## config.mk

```make
export PLATFORM = sky130hd
export DESIGN_NAME = ifetch_queue
export DESIGN_NICKNAME = d
export VERILOG_FILES = /design/src/rtl/ifetch_queue.sv
export SDC_FILE = /design/constraint.sdc
export NUM_CORES = 1
export LEC_CHECK = 0
export CORE_AREA = 5 5 173 175
export DETAILED_ROUTE_END_ITERATION = 6
export DIE_AREA = 0 0 178 180
export PLACE_DENSITY_LB_ADDON = 0.15
export SLEW_MARGIN = 20
export SYNTH_ARGS = -nofsm -noshare
export SYNTH_HDL_FRONTEND = slang
export SYNTH_SLANG_ARGS = --single-unit
```

## constraint.sdc

```tcl
create_clock -name clk -period 4.23 [get_ports clk]
set_input_delay 0.846 -clock clk [delete_from_list [all_inputs] [get_ports clk]]
set_output_delay 0.846 -clock clk [all_outputs]
set_load 0.02 [all_outputs]
```

## src/rtl/ifetch_queue.sv

```systemverilog
// ifetch_queue: sequential instruction prefetch feeding decode through a DEPTH-entry
// {pc, instr} FIFO, with redirect flush and in-flight response dropping.
// Optional feature macro IFQ_STATS_EN adds stat_fetched / stat_dropped counters.
module ifetch_queue #(
    parameter int unsigned DEPTH           = 4,
    parameter int unsigned MAX_OUTSTANDING = 2,
    parameter logic [31:0] RESET_PC        = 32'h0
) (
    input  logic        clk,
    input  logic        rst,
    output logic        imem_req_valid,
    input  logic        imem_req_ready,
    output logic [31:0] imem_req_addr,
    input  logic        imem_rsp_valid,
    input  logic [31:0] imem_rsp_data,
    output logic        out_valid,
    input  logic        out_ready,
    output logic [31:0] out_pc,
    output logic [31:0] out_instr,
`ifdef IFQ_STATS_EN
    output logic [31:0] stat_fetched,
    output logic [31:0] stat_dropped,
`endif
    input  logic        redirect_valid,
    input  logic [31:0] redirect_pc
);

    localparam int unsigned PW = (DEPTH > 1) ? $clog2(DEPTH) : 1;
    localparam int unsigned CW = $clog2(DEPTH + 1);
    localparam int unsigned SW = CW + 1;

    // RUN accepts responses; FLUSH discards responses issued before a redirect.
    typedef enum logic {StRun, StFlush} mode_e;

    logic [31:0]   fetch_pc_q, fetch_pc_d;
    logic [31:0]   rsp_pc_q, rsp_pc_d;     // pc of the next response that will be kept
    logic [CW-1:0] count_q, count_d;
    logic [CW-1:0] outst_q, outst_d;
    logic [CW-1:0] drop_q, drop_d;
    logic [PW-1:0] rd_ptr_q, rd_ptr_d;
    logic [PW-1:0] wr_ptr_q, wr_ptr_d;
    logic [63:0]   mem_q [DEPTH];

    mode_e       mode;
    logic        credit_ok;
    logic        req_fire;
    logic        rsp_keep;
    logic        deq;
    logic [31:0] redirect_aligned;

    assign mode             = (drop_q == '0) ? StRun : StFlush;
    assign redirect_aligned = redirect_pc & ~32'h3;
    // Reserve a queue slot for every request in flight so responses never overflow.
    assign credit_ok        = ({1'b0, count_q} + {1'b0, outst_q}) < SW'(DEPTH);

    assign imem_req_valid = !rst && !redirect_valid && (outst_q < CW'(MAX_OUTSTANDING)) &&
                            credit_ok;
    assign imem_req_addr  = rst ? '0 : fetch_pc_q;
    assign req_fire       = imem_req_valid && imem_req_ready;

    assign out_valid = !rst && (count_q != '0);
    assign out_pc    = rst ? '0 : mem_q[rd_ptr_q][63:32];
    assign out_instr = rst ? '0 : mem_q[rd_ptr_q][31:0];
    assign deq       = out_valid && out_ready;

    // A response landing in a redirect cycle belongs to the old path.
    assign rsp_keep = imem_rsp_valid && !redirect_valid && (mode == StRun);

    // Next-state: redirect flushes the queue and converts in-flight requests to drops.
    always_comb begin
        fetch_pc_d = fetch_pc_q;
        rsp_pc_d   = rsp_pc_q;
        count_d    = count_q;
        drop_d     = drop_q;
        rd_ptr_d   = rd_ptr_q;
        wr_ptr_d   = wr_ptr_q;
        outst_d    = outst_q + CW'(req_fire) - CW'(imem_rsp_valid);

        if (redirect_valid) begin
            fetch_pc_d = redirect_aligned;
            rsp_pc_d   = redirect_aligned;
            count_d    = '0;
            rd_ptr_d   = '0;
            wr_ptr_d   = '0;
            drop_d     = outst_q - CW'(imem_rsp_valid);
        end else begin
            if (req_fire) begin
                fetch_pc_d = fetch_pc_q + 32'd4;
            end
            if (imem_rsp_valid && (mode == StFlush)) begin
                drop_d = drop_q - 1'b1;
            end
            if (rsp_keep) begin
                rsp_pc_d = rsp_pc_q + 32'd4;
                wr_ptr_d = wr_ptr_q + 1'b1;
            end
            if (deq) begin
                rd_ptr_d = rd_ptr_q + 1'b1;
            end
            count_d = count_q + CW'(rsp_keep) - CW'(deq);
        end
    end

    // Control state register.
    always_ff @(posedge clk or posedge rst) begin
        if (rst) begin
            fetch_pc_q <= RESET_PC;
            rsp_pc_q   <= RESET_PC;
            count_q    <= '0;
            outst_q    <= '0;
            drop_q     <= '0;
            rd_ptr_q   <= '0;
            wr_ptr_q   <= '0;
        end else begin
            fetch_pc_q <= fetch_pc_d;
            rsp_pc_q   <= rsp_pc_d;
            count_q    <= count_d;
            outst_q    <= outst_d;
            drop_q     <= drop_d;
            rd_ptr_q   <= rd_ptr_d;
            wr_ptr_q   <= wr_ptr_d;
        end
    end

    // Queue storage; contents are only meaningful where count marks them valid.
    always_ff @(posedge clk) begin
        if (rsp_keep) begin
            mem_q[wr_ptr_q] <= {rsp_pc_q, imem_rsp_data};
        end
    end

`ifdef IFQ_STATS_EN
    logic rsp_drop;
    assign rsp_drop = imem_rsp_valid && !rsp_keep;

    // Free-running wrap-around counters of kept and discarded responses.
    always_ff @(posedge clk or posedge rst) begin
        if (rst) begin
            stat_fetched <= '0;
            stat_dropped <= '0;
        end else begin
            stat_fetched <= stat_fetched + 32'(rsp_keep);
            stat_dropped <= stat_dropped + 32'(rsp_drop);
        end
    end
`endif

endmodule

```

# --- Word level (Yosys, flattened, before mapping) ---
# Memory sizes are Yosys's and may differ from the RTL's.
# Cells that the tools add are included.
op_classes:
  add_sub_neg: 11
  muxes: 17
  order_cmp: 2
  reduce_logical: 17
op_table:
  columns: ["operator", "n"]
  rows:
  - ["$mux W32", 7]
  - ["$add A32 B3 Y32 const B", 2]
  - ["$logic_and A1 B1 Y1", 9]
  - ["$mux W3", 3]
  - ["$sub A3 B1 Y3", 3]
  - ["$mux W2", 4]
  - ["$reduce_bool A2 Y1", 4]
  - ["$add A3 B1 Y3", 2]
  - ["$add A2 B1 Y2 const B", 2]
  - ["$add A3 B3 Y4", 1]
  - ["$lt A4 B3 Y1 const B", 1]
  - ["$logic_not A3 Y1", 1]
  - ["$lt A3 B2 Y1 const B", 1]
  - ["$mux W1", 3]
  - ["$reduce_bool A3 Y1", 1]
  - ["$sub A3 B1 Y3 const B", 1]
  - ["$logic_not A1 Y1", 2]
totals:
  out_inout_bits: 98
  mem_bits_rw: 256
  elab_cells: 55
  mem_count: 1
  regBits: 77
mem_list:
  columns: ["name", "words", "word_bits", "read_ports", "rd_ports_with_merged_regs", "write_ports", "line_no", "source"]
  rows:
  - ["mem_q", 4, 64, 1, 0, 1, "42", "logic [63:0] mem_q [DEPTH];"]

# --- Logic depth before layout (Yosys ltp) ---
# Gate-level depths: netlist of the first run.
depth:
  ltp_word: 7
  ltp_mapped: 13
  ltp_nobuf: 12

# --- Least setup slack after synthesis of the first run ---
# OpenSTA, ideal clock, no wires.
synth_path:
  kind: "input port to output port"
  start: "in rst"
  end: "out out_instr[22]"
  path_slack_ns: -0.329
  required_ns: 3.384
  n_path_buf: 1
  cell_stages: 3
  t_arrival_ns: 3.713
  path_cell_list: "inv_1 clkbuf_1 and2_1"
synth_between:
  elab_chain_len: 1
synth_lines:
  columns: ["item", "line_no", "source"]
  rows:
  - ["start, declared", "10", "input logic rst,"]
  - ["$mux W32", "63", "assign out_instr = rst ? '0 : mem_q[rd_ptr_q][31:0];"]
  - ["end, declared", "19", "output logic [31:0] out_instr,"]
# Every way passes these cells.

# --- Worst setup path in the final report of the first run ---
layout_path:
  start: "reg rd_ptr_q[0]"
  end: "out out_pc[10]"
layout_between:
  elab_chain_len: 2
layout_lines:
  columns: ["item", "line_no", "source"]
  rows:
  - ["start, declared", "40", "logic [PW-1:0] rd_ptr_q, rd_ptr_d;"]
  - ["start signal, assigned", "120", "rd_ptr_q <= rd_ptr_d;"]
  - ["$mem_v2 Z4 W64", null, null]
  - ["$mux W32", "62", "assign out_pc = rst ? '0 : mem_q[rd_ptr_q][63:32];"]
  - ["end, declared", "18", "output logic [31:0] out_pc,"]
# Every way passes these cells.

==> impl_metrics.prom, run 1 <==
# TYPE chip_impl_metric gauge
chip_impl_info{name="run_status",value="finished clean"} 1
chip_impl_metric{name="die_height",unit="um"} 180
chip_impl_metric{name="largest_net_degree_at_the_start_of_global_routing",unit=""} 65
chip_impl_metric{name="finish.net_count",unit=""} 1165
chip_impl_metric{name="fin_skew",unit="ps"} 14.0
chip_impl_metric{name="clock_tree.htree_level_count",unit=""} 2
chip_impl_metric{name="cts_num_sinks",unit=""} 321
chip_impl_info{name="synth_top_cell_by_area",value="sky130_fd_sc_hd__edfxtp_1"} 1
chip_impl_metric{name="clk-insertion-delay-late",unit="ps"} 500
chip_impl_info{name="worst_hold_path_type",value="flip-flop to flip-flop"} 1
chip_impl_metric{name="whs_path_depth",unit=""} 1
chip_impl_metric{name="post_synth_num_cell_types",unit=""} 48
chip_impl_metric{name="power_per_cell_area",unit="nW/um^2"} 469
chip_impl_metric{name="cts-resized-gates",unit=""} 0
chip_impl_info{name="synth_top_cells_by_area",value="sky130_fd_sc_hd__edfxtp_1 54%, sky130_fd_sc_hd__dfrtp_1 13%, sky130_fd_sc_hd__mux4_2 10%"} 1
chip_impl_metric{name="worst_vdd_rail_ir_drop",unit="V"} 0.000256
chip_impl_info{name="grt_setup_unrepaired",value="no"} 1
chip_impl_metric{name="synthCells",unit=""} 901
chip_impl_info{name="cp-end-kind",value="output port"} 1
chip_impl_metric{name="grt_util_all_layers",unit="%"} 18.1
chip_impl_metric{name="clk_transition_reported_paths",unit="ps"} 60
chip_impl_metric{name="cts.hold.buffers_added",unit=""} 0
chip_impl_metric{name="global_route_wire_length_before_repair",unit="um"} 46100
chip_impl_metric{name="clk_path_buf_depth",unit=""} 3
chip_impl_metric{name="proportion_of_synthesized_chip_area_in_sequential_cells",unit="%"} 67.2
chip_impl_metric{name="setup_total_negative_slack",unit="ps"} 0
chip_impl_metric{name="route.vias.total",unit=""} 8036
chip_impl_metric{name="timing.final.max_slew_violations",unit=""} 0
chip_impl_metric{name="post_route_drc_violation_count",unit=""} 0
chip_impl_metric{name="wire_per_inst",unit="um"} 19.3
chip_impl_metric{name="relative_max_transition_margin",unit="%"} 52.6
chip_impl_metric{name="firstDrtPassIters",unit=""} 5
chip_impl_metric{name="worst_hold_slack",unit="ps"} 556
chip_impl_metric{name="placement.io_buffers",unit=""} 161
chip_impl_metric{name="antenna_found_initial",unit=""} 0
chip_impl_metric{name="floorplan.io_pins",unit=""} 168
chip_impl_metric{name="drt.antenna.violating_nets",unit=""} 0
chip_impl_metric{name="drt-vias-per-instance",unit=""} 5.42
chip_impl_metric{name="timing_worst_slew_pin_value",unit="ps"} 711
chip_impl_metric{name="post-route-cell-area",unit="um^2"} 17100
chip_impl_info{name="critical_path.startpoint_type",value="flip-flop"} 1
chip_impl_metric{name="fin_crit_sh",unit="%"} 85.5
chip_impl_metric{name="finalWeightedCongestion",unit=""} 0.894
chip_impl_metric{name="power.leakage",unit="nW"} 5.85
chip_impl_metric{name="initial_utilization",unit="%"} 48.7
chip_impl_metric{name="drt_first_iter_violations",unit=""} 445
chip_impl_metric{name="global_route.overflow_total",unit=""} 0
chip_impl_metric{name="critical_path_peak_fanout",unit=""} 20
chip_impl_metric{name="timing.final.crit_period",unit="ps"} 3620
chip_impl_metric{name="place_area",unit="um^2"} 15900
chip_impl_metric{name="fillers",unit=""} 2177
chip_impl_metric{name="drv_cap",unit=""} 0
chip_impl_metric{name="area_growth_syn_to_layout",unit="%"} 23.6
chip_impl_metric{name="rr_worst_depth",unit=""} 12
chip_impl_metric{name="placed_cells",unit=""} 1424
chip_impl_info{name="synth.cells.most_frequent",value="248 x sky130_fd_sc_hd__edfxtp_1, 73 x sky130_fd_sc_hd__dfrtp_1, 69 x sky130_fd_sc_hd__and2_1"} 1
chip_impl_metric{name="yosysWarnings",unit=""} 0
chip_impl_metric{name="synth-edff-count",unit=""} 248
chip_impl_info{name="ys_dominant_reg_cell",value="sky130_fd_sc_hd__edfxtp_1"} 1
chip_impl_metric{name="core.rowCount",unit=""} 62
chip_impl_metric{name="design.core.area",unit="um^2"} 28300
chip_impl_metric{name="fmaxAchievable",unit="MHz"} 276
chip_impl_metric{name="setup_viol",unit=""} 0
chip_impl_metric{name="timing_hold_violations_final",unit=""} 0
chip_impl_metric{name="postSynth.asyncResetShare",unit="%"} 22.7
chip_impl_metric{name="die-area",unit="um^2"} 32000
chip_impl_metric{name="dieWidth",unit="um"} 178
chip_impl_info{name="most_instantiated_library_cell_after_synthesis",value="sky130_fd_sc_hd__edfxtp_1"} 1
chip_impl_metric{name="synth.avg_cell_area",unit="um^2"} 15.3
chip_impl_metric{name="drt_wl_total",unit="um"} 28600
chip_impl_metric{name="number_of_buffers_added_for_setup_after_cts",unit=""} 0
chip_impl_info{name="cts_root_buffer",value="sky130_fd_sc_hd__clkbuf_16"} 1
chip_impl_metric{name="cts-buffers-inserted",unit=""} 34
chip_impl_metric{name="finalNonFillerCells",unit=""} 1483
chip_impl_metric{name="synth-seq-cells",unit=""} 321
chip_impl_info{name="criticalPathCategory",value="flip-flop to output port"} 1
chip_impl_info{name="tritoncts",value="built"} 1
chip_impl_metric{name="first_global_vias",unit=""} 8237
chip_impl_metric{name="preCtsSetupSlack",unit="ps"} 607
chip_impl_metric{name="fin_ws",unit="ps"} 612
chip_impl_metric{name="synthesis.area",unit="um^2"} 13800
chip_impl_metric{name="post_route_cells_drive_above_1_share",unit="%"} 13.6
chip_impl_metric{name="antenna-diode-count",unit=""} 0
chip_impl_metric{name="required_time_at_the_worst_slack_endpoint",unit="ps"} 3380
chip_impl_metric{name="synth_top_area_share",unit="%"} 54.0
chip_impl_metric{name="detailedPlacementHpwl",unit="um"} 18400
chip_impl_metric{name="crit_arrival",unit="ps"} 2770
[worst paths after layout]
| kind | slack (ps) | endpoint | start |
|---|---|---|---|
| worst min-delay path | 560 | outst_q[0] | outst_q[0] |
| min in group asynchronous | 1190 | outst_q[2] | rst |
| max in group asynchronous | 2160 | rsp_pc_q[30] | rst |
| worst max-delay path | 610 | out_pc[10] | rd_ptr_q[0] |
| worst min register to register | 560 | outst_q[0] | outst_q[0] |
| worst max register to register | 1710 | count_q[2] | drop_q[0] |
[where the power goes]
part	internal, mW	total (mW)	switching, mW
clock	1.81	2.93	1.12
combinational	0.649	1.26	0.612
sequential	3.60	3.81	0.202
total	6.07	8.00	1.93
[sequential cells by signal, summed over array words and instances (netlist names)]
name / count
drop_q: 3
mem_q: 248
wr_ptr_q: 2
rd_ptr_q: 2
rsp_pc_q: 30
outst_q: 3
count_q: 3
fetch_pc_q: 30
[placed cells by master, fill, tap and decap left out, drive strengths merged, types with 3 or more instances in the layout]
master and n:
ha 17, and2 69, a21oi 8, edfxtp 248
nand4 30, o21ai 49, nor3 5, o311ai 5
conb 4, buf 20, xor2 30, clkdlybuf4s50 160
clkbuf 48, inv 24, clkinv 6, nand2 57
a31oi 8, and3 8, nand3b 3, mux4 62
xnor2 9, nor2b 28, nor2 44, nand3 40
o211ai 13, nor4 6, dfrtp 73, bufinv 4
[critical path: stages (launching register included)]
cell and delay (ps):
sky130_fd_sc_hd__dfrtp_4 710, sky130_fd_sc_hd__buf_12 270, sky130_fd_sc_hd__mux4_2 560, sky130_fd_sc_hd__and2_1 180, sky130_fd_sc_hd__clkdlybuf4s50_1 530
[layer usage]
layer / track usage (%) / wire, um / vias up
li1: - / - / 3758
met1: 27.1 / 13000 / 3988
met4: 3.74 / 396 / 0
met5: 0 / 0 / -
met2: 27.7 / 13200 / 261
met3: 3.70 / 1990 / 29
[final cells by class]
type	instances	area [um^2]	area share (%)
Clock buffer	48	955	5.60
Sequential cell	321	9280	54.4
Clock inverter	11	156	0.917
Multi-Input combinational cell	516	4250	25.0
Inverter	23	88.8	0.521
Timing Repair Buffer	180	1840	10.8
Tap cell	384	480	2.82
[cells by family after synthesis]
group / share of synthesized area (%)
flip-flops: 67.2
AND/OR/NAND/NOR: 12.1
AO/OA/AOI/OAI: 3.86
buffers and inverters: 2.06
multiplexers: 10.4
XOR/XNOR: 2.48
adder cells (fa/ha/maj): 1.83
other: 0.0272
[through the flow]
stage | utilization [%] | power [mW]
2_1_floorplan | - | 4.63
3_3_place_gp | 56.3 | 5.13
4_1_cts | 60.2 | 8.11
6_report | 60.2 | 8.00
5_1_grt | 60.2 | 8.38
3_5_place_dp | 56.3 | 5.15
No activity file was read; power rests on OpenSTA's default activity.
==> inputs of run 2 (changes only) <==
- CORE_AREA: 5 5 173 175 -> 5 5 169 171
- CTS_BUF_LIST: default -> sky130_fd_sc_hd__clkbuf_8
- DIE_AREA: 0 0 178 180 -> 0 0 174 176
==> run 2 against run 1 <==
Total power fell by 6.9%; first-iteration DRC count rose by 0.90%; count of clock-buffer cells in the layout rose by 3; via count rose by 1.9%; clock skew rose by 7.3 ps; cell count fell by 0.88%; sequential power barely moved; combinational power barely moved; largest power group unchanged; highest routed layer unchanged.
==> impl_metrics.prom, run 2 (synthesis gave the netlist of run 1 again) <==
# TYPE chip_impl_metric gauge
chip_impl_info{name="run_status",value="finished clean"} 1
chip_impl_metric{name="relative_max_transition_margin",unit="%"} 55.5
chip_impl_metric{name="number_of_buffers_added_for_setup_after_cts",unit=""} 0
chip_impl_metric{name="timing.final.crit_period",unit="ps"} 3790
chip_impl_metric{name="net_sw_power",unit="mW"} 1.96
chip_impl_metric{name="timing_hold_violations_final",unit=""} 0
chip_impl_metric{name="drt_wl_total",unit="um"} 28800
chip_impl_metric{name="floorplan.io_pins",unit=""} 168
chip_impl_info{name="criticalPathCategory",value="flip-flop to output port"} 1
chip_impl_metric{name="clk_transition_reported_paths",unit="ps"} 60
chip_impl_metric{name="clk_path_buf_depth",unit=""} 3
chip_impl_metric{name="timing.final.max_slew_violations",unit=""} 0
chip_impl_metric{name="power.leakage",unit="nW"} 5.85
chip_impl_metric{name="firstDrtPassIters",unit=""} 6
chip_impl_metric{name="power_per_cell_area",unit="nW/um^2"} 444
chip_impl_metric{name="area_growth_syn_to_layout",unit="%"} 21.7
chip_impl_metric{name="finalWeightedCongestion",unit=""} 0.859
chip_impl_info{name="reg2reg_to",value="count_q[2]"} 1
chip_impl_metric{name="grt_util_all_layers",unit="%"} 19.1
chip_impl_metric{name="die_height",unit="um"} 176
chip_impl_info{name="grt_setup_unrepaired",value="no"} 1
chip_impl_metric{name="fmaxAchievable",unit="MHz"} 264
chip_impl_metric{name="design.core.area",unit="um^2"} 26700
chip_impl_metric{name="design_power_total",unit="mW"} 7.45
chip_impl_metric{name="largest_reg_flops",unit=""} 248
chip_impl_metric{name="post_route_cells_drive_above_1_share",unit="%"} 14.6
chip_impl_metric{name="critical_path_peak_fanout",unit=""} 22
chip_impl_info{name="timing.hold.worst_endpoint",value="outst_q[0]"} 1
chip_impl_metric{name="whs_path_depth",unit=""} 1
chip_impl_metric{name="fin_skew",unit="ps"} 21.3
chip_impl_metric{name="clk-insertion-delay-late",unit="ps"} 560
chip_impl_metric{name="dieWidth",unit="um"} 174
chip_impl_metric{name="setup_viol",unit=""} 0
chip_impl_metric{name="route.vias.total",unit=""} 8192
chip_impl_metric{name="clockPowerShare",unit="%"} 32.0
chip_impl_metric{name="power.share.combinational",unit="%"} 16.9
chip_impl_metric{name="setup_total_negative_slack",unit="ps"} 0
chip_impl_metric{name="detailedPlacementHpwl",unit="um"} 18100
chip_impl_metric{name="global_route_wire_length_before_repair",unit="um"} 46600
chip_impl_metric{name="drv_cap",unit=""} 0
chip_impl_metric{name="worst_hold_slack",unit="ps"} 551
chip_impl_metric{name="clock_tree.htree_level_count",unit=""} 2
chip_impl_metric{name="global_route.overflow_total",unit=""} 0
chip_impl_metric{name="reg2reg_setup_slack",unit="ps"} 1740
chip_impl_metric{name="post_route_drc_violation_count",unit=""} 0
chip_impl_metric{name="core.rowCount",unit=""} 60
chip_impl_metric{name="cts.hold.buffers_added",unit=""} 0
chip_impl_info{name="cts_root_buffer",value="sky130_fd_sc_hd__clkbuf_8"} 1
chip_impl_metric{name="fin_crit_sh",unit="%"} 89.5
chip_impl_metric{name="fin_ws",unit="ps"} 444
chip_impl_metric{name="preCtsSetupSlack",unit="ps"} 681
chip_impl_info{name="tritoncts",value="built"} 1
chip_impl_metric{name="crit_arrival",unit="ps"} 2940
chip_impl_metric{name="antenna_found_initial",unit=""} 0
chip_impl_metric{name="drt.antenna.violating_nets",unit=""} 0
chip_impl_metric{name="rr_worst_depth",unit=""} 12
chip_impl_metric{name="wire_per_inst",unit="um"} 19.6
chip_impl_info{name="critical_path.startpoint_type",value="flip-flop"} 1
chip_impl_info{name="final_common_cell",value="sky130_fd_sc_hd__edfxtp_1"} 1
chip_impl_metric{name="worst_vdd_rail_ir_drop",unit="V"} 0.000241
chip_impl_metric{name="timing_worst_slew_pin_value",unit="ps"} 667
chip_impl_metric{name="fillers",unit=""} 2009
chip_impl_info{name="reg_top3",value="mem_q (248), fetch_pc_q (30), rsp_pc_q (30)"} 1
chip_impl_info{name="mostFrequentLayoutCells",value="248 x sky130_fd_sc_hd__edfxtp_1, 160 x sky130_fd_sc_hd__clkdlybuf4s50_1, 71 x sky130_fd_sc_hd__dfrtp_1"} 1
chip_impl_metric{name="p_sw_share",unit="%"} 26.3
chip_impl_metric{name="finish.net_count",unit=""} 1183
chip_impl_metric{name="cts_num_sinks",unit=""} 321
chip_impl_metric{name="drt-vias-per-instance",unit=""} 5.57
chip_impl_info{name="regToRegStartpoint",value="drop_q[0]"} 1
chip_impl_metric{name="cts-resized-gates",unit=""} 0
chip_impl_metric{name="internal-power",unit="mW"} 5.49
chip_impl_info{name="worst_hold_path_type",value="flip-flop to flip-flop"} 1
chip_impl_metric{name="required_time_at_the_worst_slack_endpoint",unit="ps"} 3380
chip_impl_metric{name="sequentialPowerShare",unit="%"} 51.1
chip_impl_info{name="regMostFlops",value="mem_q"} 1
chip_impl_metric{name="initial_utilization",unit="%"} 51.6
chip_impl_metric{name="drt_first_iter_violations",unit=""} 449
chip_impl_metric{name="largest_net_degree_at_the_start_of_global_routing",unit=""} 63
chip_impl_info{name="hold_path.startpoint",value="outst_q[0]"} 1
chip_impl_metric{name="die-area",unit="um^2"} 30600
chip_impl_info{name="cp-end-kind",value="output port"} 1
chip_impl_metric{name="antenna-diode-count",unit=""} 0
chip_impl_metric{name="placement.io_buffers",unit=""} 161
chip_impl_metric{name="first_global_vias",unit=""} 8511
chip_impl_metric{name="cts-buffers-inserted",unit=""} 50
## run 2: worst max path at each step
stage / start / endpoint / slack (ps)
3_5_place_dp: rst / out_instr[2] / 680
3_3_place_gp: rst / out_pc[29] / 740
5_1_grt: rd_ptr_q[0] / out_instr[2] / 260
2_1_floorplan: rst / out_instr[22] / 910
6_report: rd_ptr_q[0] / out_instr[2] / 440
4_1_cts: rd_ptr_q[0] / out_instr[2] / 360
## run 2: worst max-delay path, cell delays in order (launching register included)
cell                              delay, ps
sky130_fd_sc_hd__dfrtp_4                710
sky130_fd_sc_hd__buf_4                  370
sky130_fd_sc_hd__mux4_2                 550
sky130_fd_sc_hd__and2_1                 180
sky130_fd_sc_hd__clkdlybuf4s50_1        550
## run 2: area by class of cell
class / instances / area, um^2 / area share (%)
multi-input combinational: 516 / 4250 / 25.3
sequential: 321 / 9280 / 55.2
timing repair buffer: 182 / 1840 / 11.0
clock buffer: 51 / 702 / 4.18
inverter: 23 / 88.8 / 0.529
clock inverter: 36 / 205 / 1.22
tap: 341 / 427 / 2.54
## run 2: metal layers
| layer | vias to the layer above | share of wire, % | GRT usage (%) |
|---|---|---|---|
| met5 | - | 0 | 0 |
| met4 | 0 | 1.4 | 4.55 |
| met3 | 30 | 6.2 | 3.83 |
| met2 | 284 | 46 | 29.7 |
| met1 | 4086 | 46 | 28.2 |
| li1 | 3792 | - | - |
## run 2: metrics by stage
step | utilization (%) | instances | area [um^2]
5_1_grt | 62.8 | 1470 | 16800
3_3_place_gp | 59.4 | 1383 | 15900
6_report | 62.8 | 1470 | 16800
4_1_cts | 62.8 | 1470 | 16800
2_1_floorplan | - | 904 | 13800
3_5_place_dp | 59.4 | 1383 | 15900
## run 2: power by group through the flow
stage                     registers [mW]  logic [mW]  clock network [mW]
final                               3.81        1.26                2.39
after global routing                3.84        1.38                2.61
after global placement              3.86        1.26                   0
after detailed placement            3.87        1.27                   0
after CTS                           3.81        1.28                2.46
after floorplan                     3.79       0.846                   0
==> inputs of run 3 (changes only) <==
--- a/config.mk
+++ b/config.mk
@@ -7,6 +7,6 @@
 export LEC_CHECK = 0
-export CORE_AREA = 5 5 169 171
+export CORE_AREA = 5 5 251 253
 export CTS_BUF_LIST = sky130_fd_sc_hd__clkbuf_8
 export DETAILED_ROUTE_END_ITERATION = 6
-export DIE_AREA = 0 0 174 176
+export DIE_AREA = 0 0 256 258
 export PLACE_DENSITY_LB_ADDON = 0.15
==> constraint.sdc (replaced) <==
create_clock -name clk -period 4.23 [get_ports clk]
set_input_delay 0.423 -clock clk [delete_from_list [all_inputs] [get_ports clk]]
set_output_delay 0.423 -clock clk [all_outputs]
set_load 0.02 [all_outputs]
==> run 3 against run 2 <==
Sequential cell count unchanged; non-clock buffer count down 3; sequential share of layout area down 2.6 points; cell count up 32%; worst hold slack worse by 220 ps; critical path depth unchanged; via count down 0.15%; count of clock-buffer cells in the layout up 8; routed wire length up 28%; highest routed layer unchanged; die area up 120%.
==> impl_metrics.prom, run 3 (synthesis gave the netlist of run 1 again) <==
# TYPE chip_impl_metric gauge
chip_impl_metric{name="fin_skew",unit="ps"} 36.3
chip_impl_metric{name="clk_transition_reported_paths",unit="ps"} 70
chip_impl_info{name="cp-end-kind",value="output port"} 1
chip_impl_info{name="worst_path_dominant_cell_family",value="buffers and inverters"} 1
chip_impl_metric{name="preCtsSetupSlack",unit="ps"} 1160
chip_impl_info{name="mostFrequentLayoutCells",value="248 x sky130_fd_sc_hd__edfxtp_1, 160 x sky130_fd_sc_hd__clkdlybuf4s50_1, 71 x sky130_fd_sc_hd__dfrtp_1"} 1
chip_impl_info{name="criticalPathCategory",value="flip-flop to output port"} 1
chip_impl_metric{name="fmaxAchievable",unit="MHz"} 291
chip_impl_info{name="critical_path.startpoint_type",value="flip-flop"} 1
chip_impl_metric{name="setup_total_negative_slack",unit="ps"} 0
chip_impl_metric{name="timing.final.max_slew_violations",unit=""} 0
chip_impl_info{name="grt_setup_unrepaired",value="no"} 1
chip_impl_metric{name="drt-vias-per-instance",unit=""} 4.22
chip_impl_metric{name="relative_max_transition_margin",unit="%"} 51.2
chip_impl_info{name="crit_start",value="rd_ptr_q[0]"} 1
chip_impl_metric{name="route.vias.total",unit=""} 8180
chip_impl_metric{name="global_route_wire_length_before_repair",unit="um"} 56900
chip_impl_metric{name="power_per_cell_area",unit="nW/um^2"} 463
chip_impl_metric{name="critical-path-max-stage-delay",unit="ps"} 640
chip_impl_info{name="reg_top3",value="mem_q (248), fetch_pc_q (30), rsp_pc_q (30)"} 1
chip_impl_metric{name="design_power_total",unit="mW"} 8.18
chip_impl_metric{name="timing.final.crit_period",unit="ps"} 3440
chip_impl_metric{name="drt.antenna.violating_nets",unit=""} 0
chip_impl_metric{name="first_global_vias",unit=""} 8892
chip_impl_info{name="final_common_cell",value="sky130_fd_sc_hd__edfxtp_1"} 1
chip_impl_metric{name="internal-power",unit="mW"} 5.94
chip_impl_metric{name="design.core.area",unit="um^2"} 60800
chip_impl_info{name="worst_hold_path_type",value="input port to flip-flop"} 1
chip_impl_info{name="cp_cell_sequence",value="buf_4 -> mux4_2 -> and2_1 -> clkdlybuf4s50_1"} 1
chip_impl_metric{name="fillers",unit=""} 6189
chip_impl_metric{name="critical_path.n_buffers_inverters",unit=""} 2
chip_impl_metric{name="fin_crit_sh",unit="%"} 81.4
chip_impl_metric{name="post_route_drc_violation_count",unit=""} 0
chip_impl_metric{name="core.rowCount",unit=""} 91
chip_impl_metric{name="largest_reg_flops",unit=""} 248
chip_impl_metric{name="finish.net_count",unit=""} 1188
chip_impl_metric{name="cts-buffers-inserted",unit=""} 58
chip_impl_metric{name="critical_path_peak_fanout",unit=""} 16
chip_impl_info{name="cts_root_buffer",value="sky130_fd_sc_hd__clkbuf_8"} 1
chip_impl_info{name="run_status",value="finished clean"} 1
chip_impl_metric{name="drv_cap",unit=""} 0
chip_impl_metric{name="placed_cells",unit=""} 1829
chip_impl_metric{name="clk_path_buf_depth",unit=""} 3
chip_impl_metric{name="multiInputGateArea",unit="um^2"} 4260
chip_impl_metric{name="dieWidth",unit="um"} 256
chip_impl_metric{name="floorplan.io_pins",unit=""} 168
chip_impl_metric{name="register_area",unit="um^2"} 9280
chip_impl_metric{name="cts_num_sinks",unit=""} 321
chip_impl_metric{name="cts.hold.buffers_added",unit=""} 0
chip_impl_metric{name="number_of_buffers_added_for_setup_after_cts",unit=""} 0
chip_impl_metric{name="detailedPlacementHpwl",unit="um"} 23700
chip_impl_metric{name="grt_util_all_layers",unit="%"} 11.2
chip_impl_metric{name="drt_first_iter_violations",unit=""} 339
chip_impl_metric{name="sequentialPowerShare",unit="%"} 46.6
chip_impl_metric{name="p_sw_share",unit="%"} 27.4
chip_impl_metric{name="finalNonFillerCells",unit=""} 1938
chip_impl_metric{name="firstDrtPassIters",unit=""} 4
chip_impl_metric{name="power.leakage",unit="nW"} 5.96
chip_impl_metric{name="antenna-diode-count",unit=""} 0
chip_impl_metric{name="die_height",unit="um"} 258
chip_impl_metric{name="post_route_cells_drive_above_1_share",unit="%"} 16.2
chip_impl_info{name="critical-path-slowest-cell",value="sky130_fd_sc_hd__dfrtp_4"} 1
chip_impl_metric{name="setup_viol",unit=""} 0
chip_impl_metric{name="antenna_found_initial",unit=""} 2
chip_impl_metric{name="fin_ws",unit="ps"} 788
chip_impl_metric{name="worst_vdd_rail_ir_drop",unit="V"} 0.000178
chip_impl_info{name="tritoncts",value="built"} 1
chip_impl_info{name="regMostFlops",value="mem_q"} 1
chip_impl_metric{name="cts-resized-gates",unit=""} 0
chip_impl_metric{name="crit_arrival",unit="ps"} 3020
chip_impl_info{name="hold_path.startpoint",value="redirect_valid"} 1
chip_impl_metric{name="finalWeightedCongestion",unit=""} 0.755
chip_impl_metric{name="largest_net_degree_at_the_start_of_global_routing",unit=""} 68
chip_impl_metric{name="clock_tree.htree_level_count",unit=""} 2
chip_impl_metric{name="net_sw_power",unit="mW"} 2.24
chip_impl_metric{name="required_time_at_the_worst_slack_endpoint",unit="ps"} 3810
chip_impl_metric{name="area_growth_syn_to_layout",unit="%"} 27.9
chip_impl_metric{name="die-area",unit="um^2"} 66000
chip_impl_info{name="regToRegStartpoint",value="drop_q[0]"} 1
chip_impl_metric{name="timing_hold_violations_final",unit=""} 0
chip_impl_metric{name="power.share.combinational",unit="%"} 16.0
chip_impl_metric{name="wire_per_inst",unit="um"} 19.1
chip_impl_metric{name="clk-insertion-delay-late",unit="ps"} 650
chip_impl_metric{name="initial_utilization",unit="%"} 22.7
chip_impl_metric{name="clockPowerShare",unit="%"} 37.4
chip_impl_metric{name="global_route.overflow_total",unit=""} 0
chip_impl_metric{name="timing_worst_slew_pin_value",unit="ps"} 732
chip_impl_metric{name="drt_wl_total",unit="um"} 37000
chip_impl_metric{name="placement.io_buffers",unit=""} 161
## run 3: cell count changes in the layout (fill, tap and decap cells not counted)
cell	previous run	this run
sky130_fd_sc_hd__and2_4	0	4
sky130_fd_sc_hd__clkinv_8	0	1
sky130_fd_sc_hd__clkinvlp_4	0	3
sky130_fd_sc_hd__clkinv_1	9	13
sky130_fd_sc_hd__buf_4	15	12
sky130_fd_sc_hd__clkinv_2	6	14
sky130_fd_sc_hd__clkbuf_8	51	59
sky130_fd_sc_hd__bufinv_16	2	6
sky130_fd_sc_hd__and2_2	4	0
sky130_fd_sc_hd__inv_1	39	33
## run 3: path summary, 6_finish.rpt
check                               end  slack, ps  cells past startpoint
min                        rsp_pc_q[14]        330                      3
min in group asynchronous  rsp_pc_q[22]        340                      2
max in group asynchronous  rsp_pc_q[26]       2350                      4
max reg2reg                  count_q[2]       1670                     12
max                          out_pc[15]        790                      4
min reg2reg                mem_q[2][63]        550                      0
## run 3: area by class of cell
cell class	count	area share, %
Inverter	23	0.504
Clock inverter	50	2.25
Tap cell	790	5.60
Clock buffer	59	4.60
Timing Repair Buffer	179	10.3
Multi-Input combinational cell	516	24.1
Sequential cell	321	52.6
## run 3: layer usage
layer | track usage, % | routed length, um
met1 | 15.2 | 17200
met2 | 17.8 | 17100
met3 | 2.91 | 1820
met4 | 2.95 | 839
met5 | 0 | 0
## run 3: power groups by stage
stage | Sequential, mW | Combinational, mW | Clock [mW]
final | 3.81 | 1.31 | 3.06
after CTS | 3.81 | 1.36 | 3.20
after floorplan | 3.79 | 0.846 | 0
after global routing | 3.84 | 1.46 | 3.34
after detailed placement | 3.88 | 1.35 | 0
after global placement | 3.87 | 1.35 | 0
## run 3: tightest hold or removal path, stage by stage
cell,delay (ps)
sky130_fd_sc_hd__buf_2,250
sky130_fd_sc_hd__nand2_1,180
sky130_fd_sc_hd__o21ai_0,90
## run 3: per-stage QoR
step	instance area [um^2]	util (%)	hold WS (ps)
after detailed placement	16400	27.0	547
final	17600	29.0	327
after CTS	17600	29.0	273
after floorplan	13800	-	494
after global placement	16400	27.0	521
after global routing	17600	29.0	304
==> variant: new RTL, settings of run 1 <==
Set the parameter `DEPTH` to 2 (it was 4).
--- a/src/rtl/ifetch_queue.sv
+++ b/src/rtl/ifetch_queue.sv
@@ -3,5 +3,5 @@
 // Optional feature macro IFQ_STATS_EN adds stat_fetched / stat_dropped counters.
 module ifetch_queue #(
-    parameter int unsigned DEPTH           = 4,
+    parameter int unsigned DEPTH           = 2,
     parameter int unsigned MAX_OUTSTANDING = 2,
     parameter logic [31:0] RESET_PC        = 32'h0
Formal check against the unedited RTL: not equivalent (a bounded check fails within 4 cycles, from zero or initial values and one cycle with rst high).
==> variant against run 1 <==
Wire length is 24% lower; worst setup slack improved by 0.23 ns; hold slack lost 0.034 ns; cell area fell by 34%; highest routed layer unchanged; clock power is 47% lower; sequential cell count shrank 129; total power decreased by 40%; synthesized area is 38% lower.
==> variant: results (changes against run 1) <==
metric;value;unit;change
1st-pass router iterations;4;;-1
via count;5923;;-26%
antenna cells;0;;unchanged
status;complete, no violations;;
First DRT Iteration DRCs;321;;-28%
synth top area cells;edfxtp_1 43%, dfrtp_1 20%, mux2i_1 7.7%;;
Layout Nets;953;;-18%
CTS HTree Levels;4;;+2
total track usage;0.136;;-0.0448
Post-synth EDFFs;124;;-50%
Rel. slew slack;0.394;;-0.132
Regs by FF count;mem_q x124, fetch_pc_q x30, rsp_pc_q x30;;
Adder-Cell Fraction of Synth Area;0.0139;;-0.00438
min-delay src;rsp_pc_q[31]$_DFFE_PP0N_;;
routed len/inst;17.1;um;-12%
slowest stage delay, CP;0.81;ns;+0.10 ns
XOR/XNOR share of the synthesized area;0.0407;;+0.0159
largest net degree at the start of global routing;80;;+23%
number of fillers in the final layout;2728;;+25%
Worst Hold Class;flop to flop;;
Yosys warnings;0;;unchanged
Clock Tree Buf Depth;2;;-1
worst vdd ir;0.284;mV;+11%
ratio of cells with drive above 1 in the final layout;0.0654;;-0.0702
Synth Area in Compound Gates;0.0572;;+0.0186
Reg2Reg Depth;11;;-1
delay-heaviest family, CP;buffers and inverters;;
first-pass GRT wire length;34200;um;-26%
Reg with most FFs;mem_q;;
top cells by count, synth;124 x edfxtp_1, 96 x nor2_1, 68 x dfrtp_1;;
mux contribution to synthesized area;0.0793;;-0.0250
vias in the first global route;6021;;-27%
setup bufs post-CTS;0;;unchanged
Residual DRC;0;;unchanged
global-route track usage on met3;0.0366;;-0.000420
final estimated routing congestion in global placement;0.776;;-13%
Layout Skew;0.0187;ns;+0.00468 ns
Global Route met1 Usage;0.195;;-0.0758
Leak Pwr;3.91;nW;-33%
maximum fanout along the worst path;31;;+55%
IO buf count;161;;unchanged
DP Wirelength;14900;um;-19%
register area share after synthesis;0.630;;-0.0425
Root Driver;clkbuf_16;;
Synth async-reset ratio;0.354;;+0.127
antenna violations before repair;0;;unchanged
clk_lat worst skew;0.43;ns;-0.07 ns
Cell variety after synth;42;;-13%
Crit path arrival time;2.54;ns;-0.23 ns
flop2flop setup slack;1.54;ns;-0.17 ns
CP max stage cell;dfrtp_4;;
Reg clk slew, reported paths;0.08;ns;+0.02 ns
met2 GRT Util;0.206;;-0.0714
Placed Area;10700;um^2;-33%
reg2reg start;outst_q[0]$_DFF_PP0_;;
PostCTS Resize Cnt;0;;unchanged
hold endpoint;mem_q[0][63]$_DFFE_PP_;;
capture point of the worst reg-to-reg path;outst_q[1]$_DFF_PP0_;;
Num CTS Buffers;17;;-50%
cell count of the worst hold path;0;;-1
## variant: layer usage
metal,vias to the layer above,share of wire
li1,2880,-
met1,2870,0.48
met2,156,0.45
met3,17,0.064
met4,0,0.011
met5,-,0
## variant: area by class of cell
cell class | instances | area (um^2) | share of cell area
well taps | 384 | 480 | 0.0427
clock inverters | 13 | 116 | 0.0103
clock buffers | 19 | 443 | 0.0394
inverters | 23 | 88.8 | 0.00790
multi-input cells | 465 | 2950 | 0.263
flip-flops and latches | 192 | 5430 | 0.483
repair buffers | 175 | 1730 | 0.154
## variant: worst max-delay path by stage
stage                              start                    end  slack (ns)  cells past startpoint
global placement                     rst      imem_req_addr[19]        0.83                      4
global route        rd_ptr_q$_DFFE_PP0P_          out_instr[17]        0.68                      4
finish              rd_ptr_q$_DFFE_PP0P_          out_instr[14]        0.84                      4
CTS                 rd_ptr_q$_DFFE_PP0P_          out_instr[17]        0.78                      4
detailed placement                   rst      imem_req_addr[19]        0.83                      4
floorplan                 redirect_valid  mem_q[0][0]$_DFFE_PP_       -0.43                      5
## variant: where the power goes
group	switching (mW)	internal (mW)
clock	0.760	0.797
sequential	0.155	2.21
combinational	0.489	0.426
## variant: stage by stage
stage                     hold WS, ns  setup TNS, ns  worst slack, ns  utilization  cells
after floorplan                 0.463         -53.31           -0.430            -    720
after global placement          0.495              0            0.831        0.377   1239
after detailed placement        0.507              0            0.829        0.377   1239
after CTS                       0.524              0            0.777        0.397   1271
after global routing            0.532              0            0.679        0.397   1271
final                           0.522              0            0.839        0.397   1271
## variant: kinds of logic after synthesis
| kind of cell | Yosys count |
|---|---|
| other | 1 |
| muxes | 68 |
| adders and majority gates | 9 |
| AOI/OAI and AO/OA | 78 |
| DFF | 192 |
| xor gates and xnor gates | 40 |
| buffers and inverters | 63 |
| and+or+nand+nor | 266 |
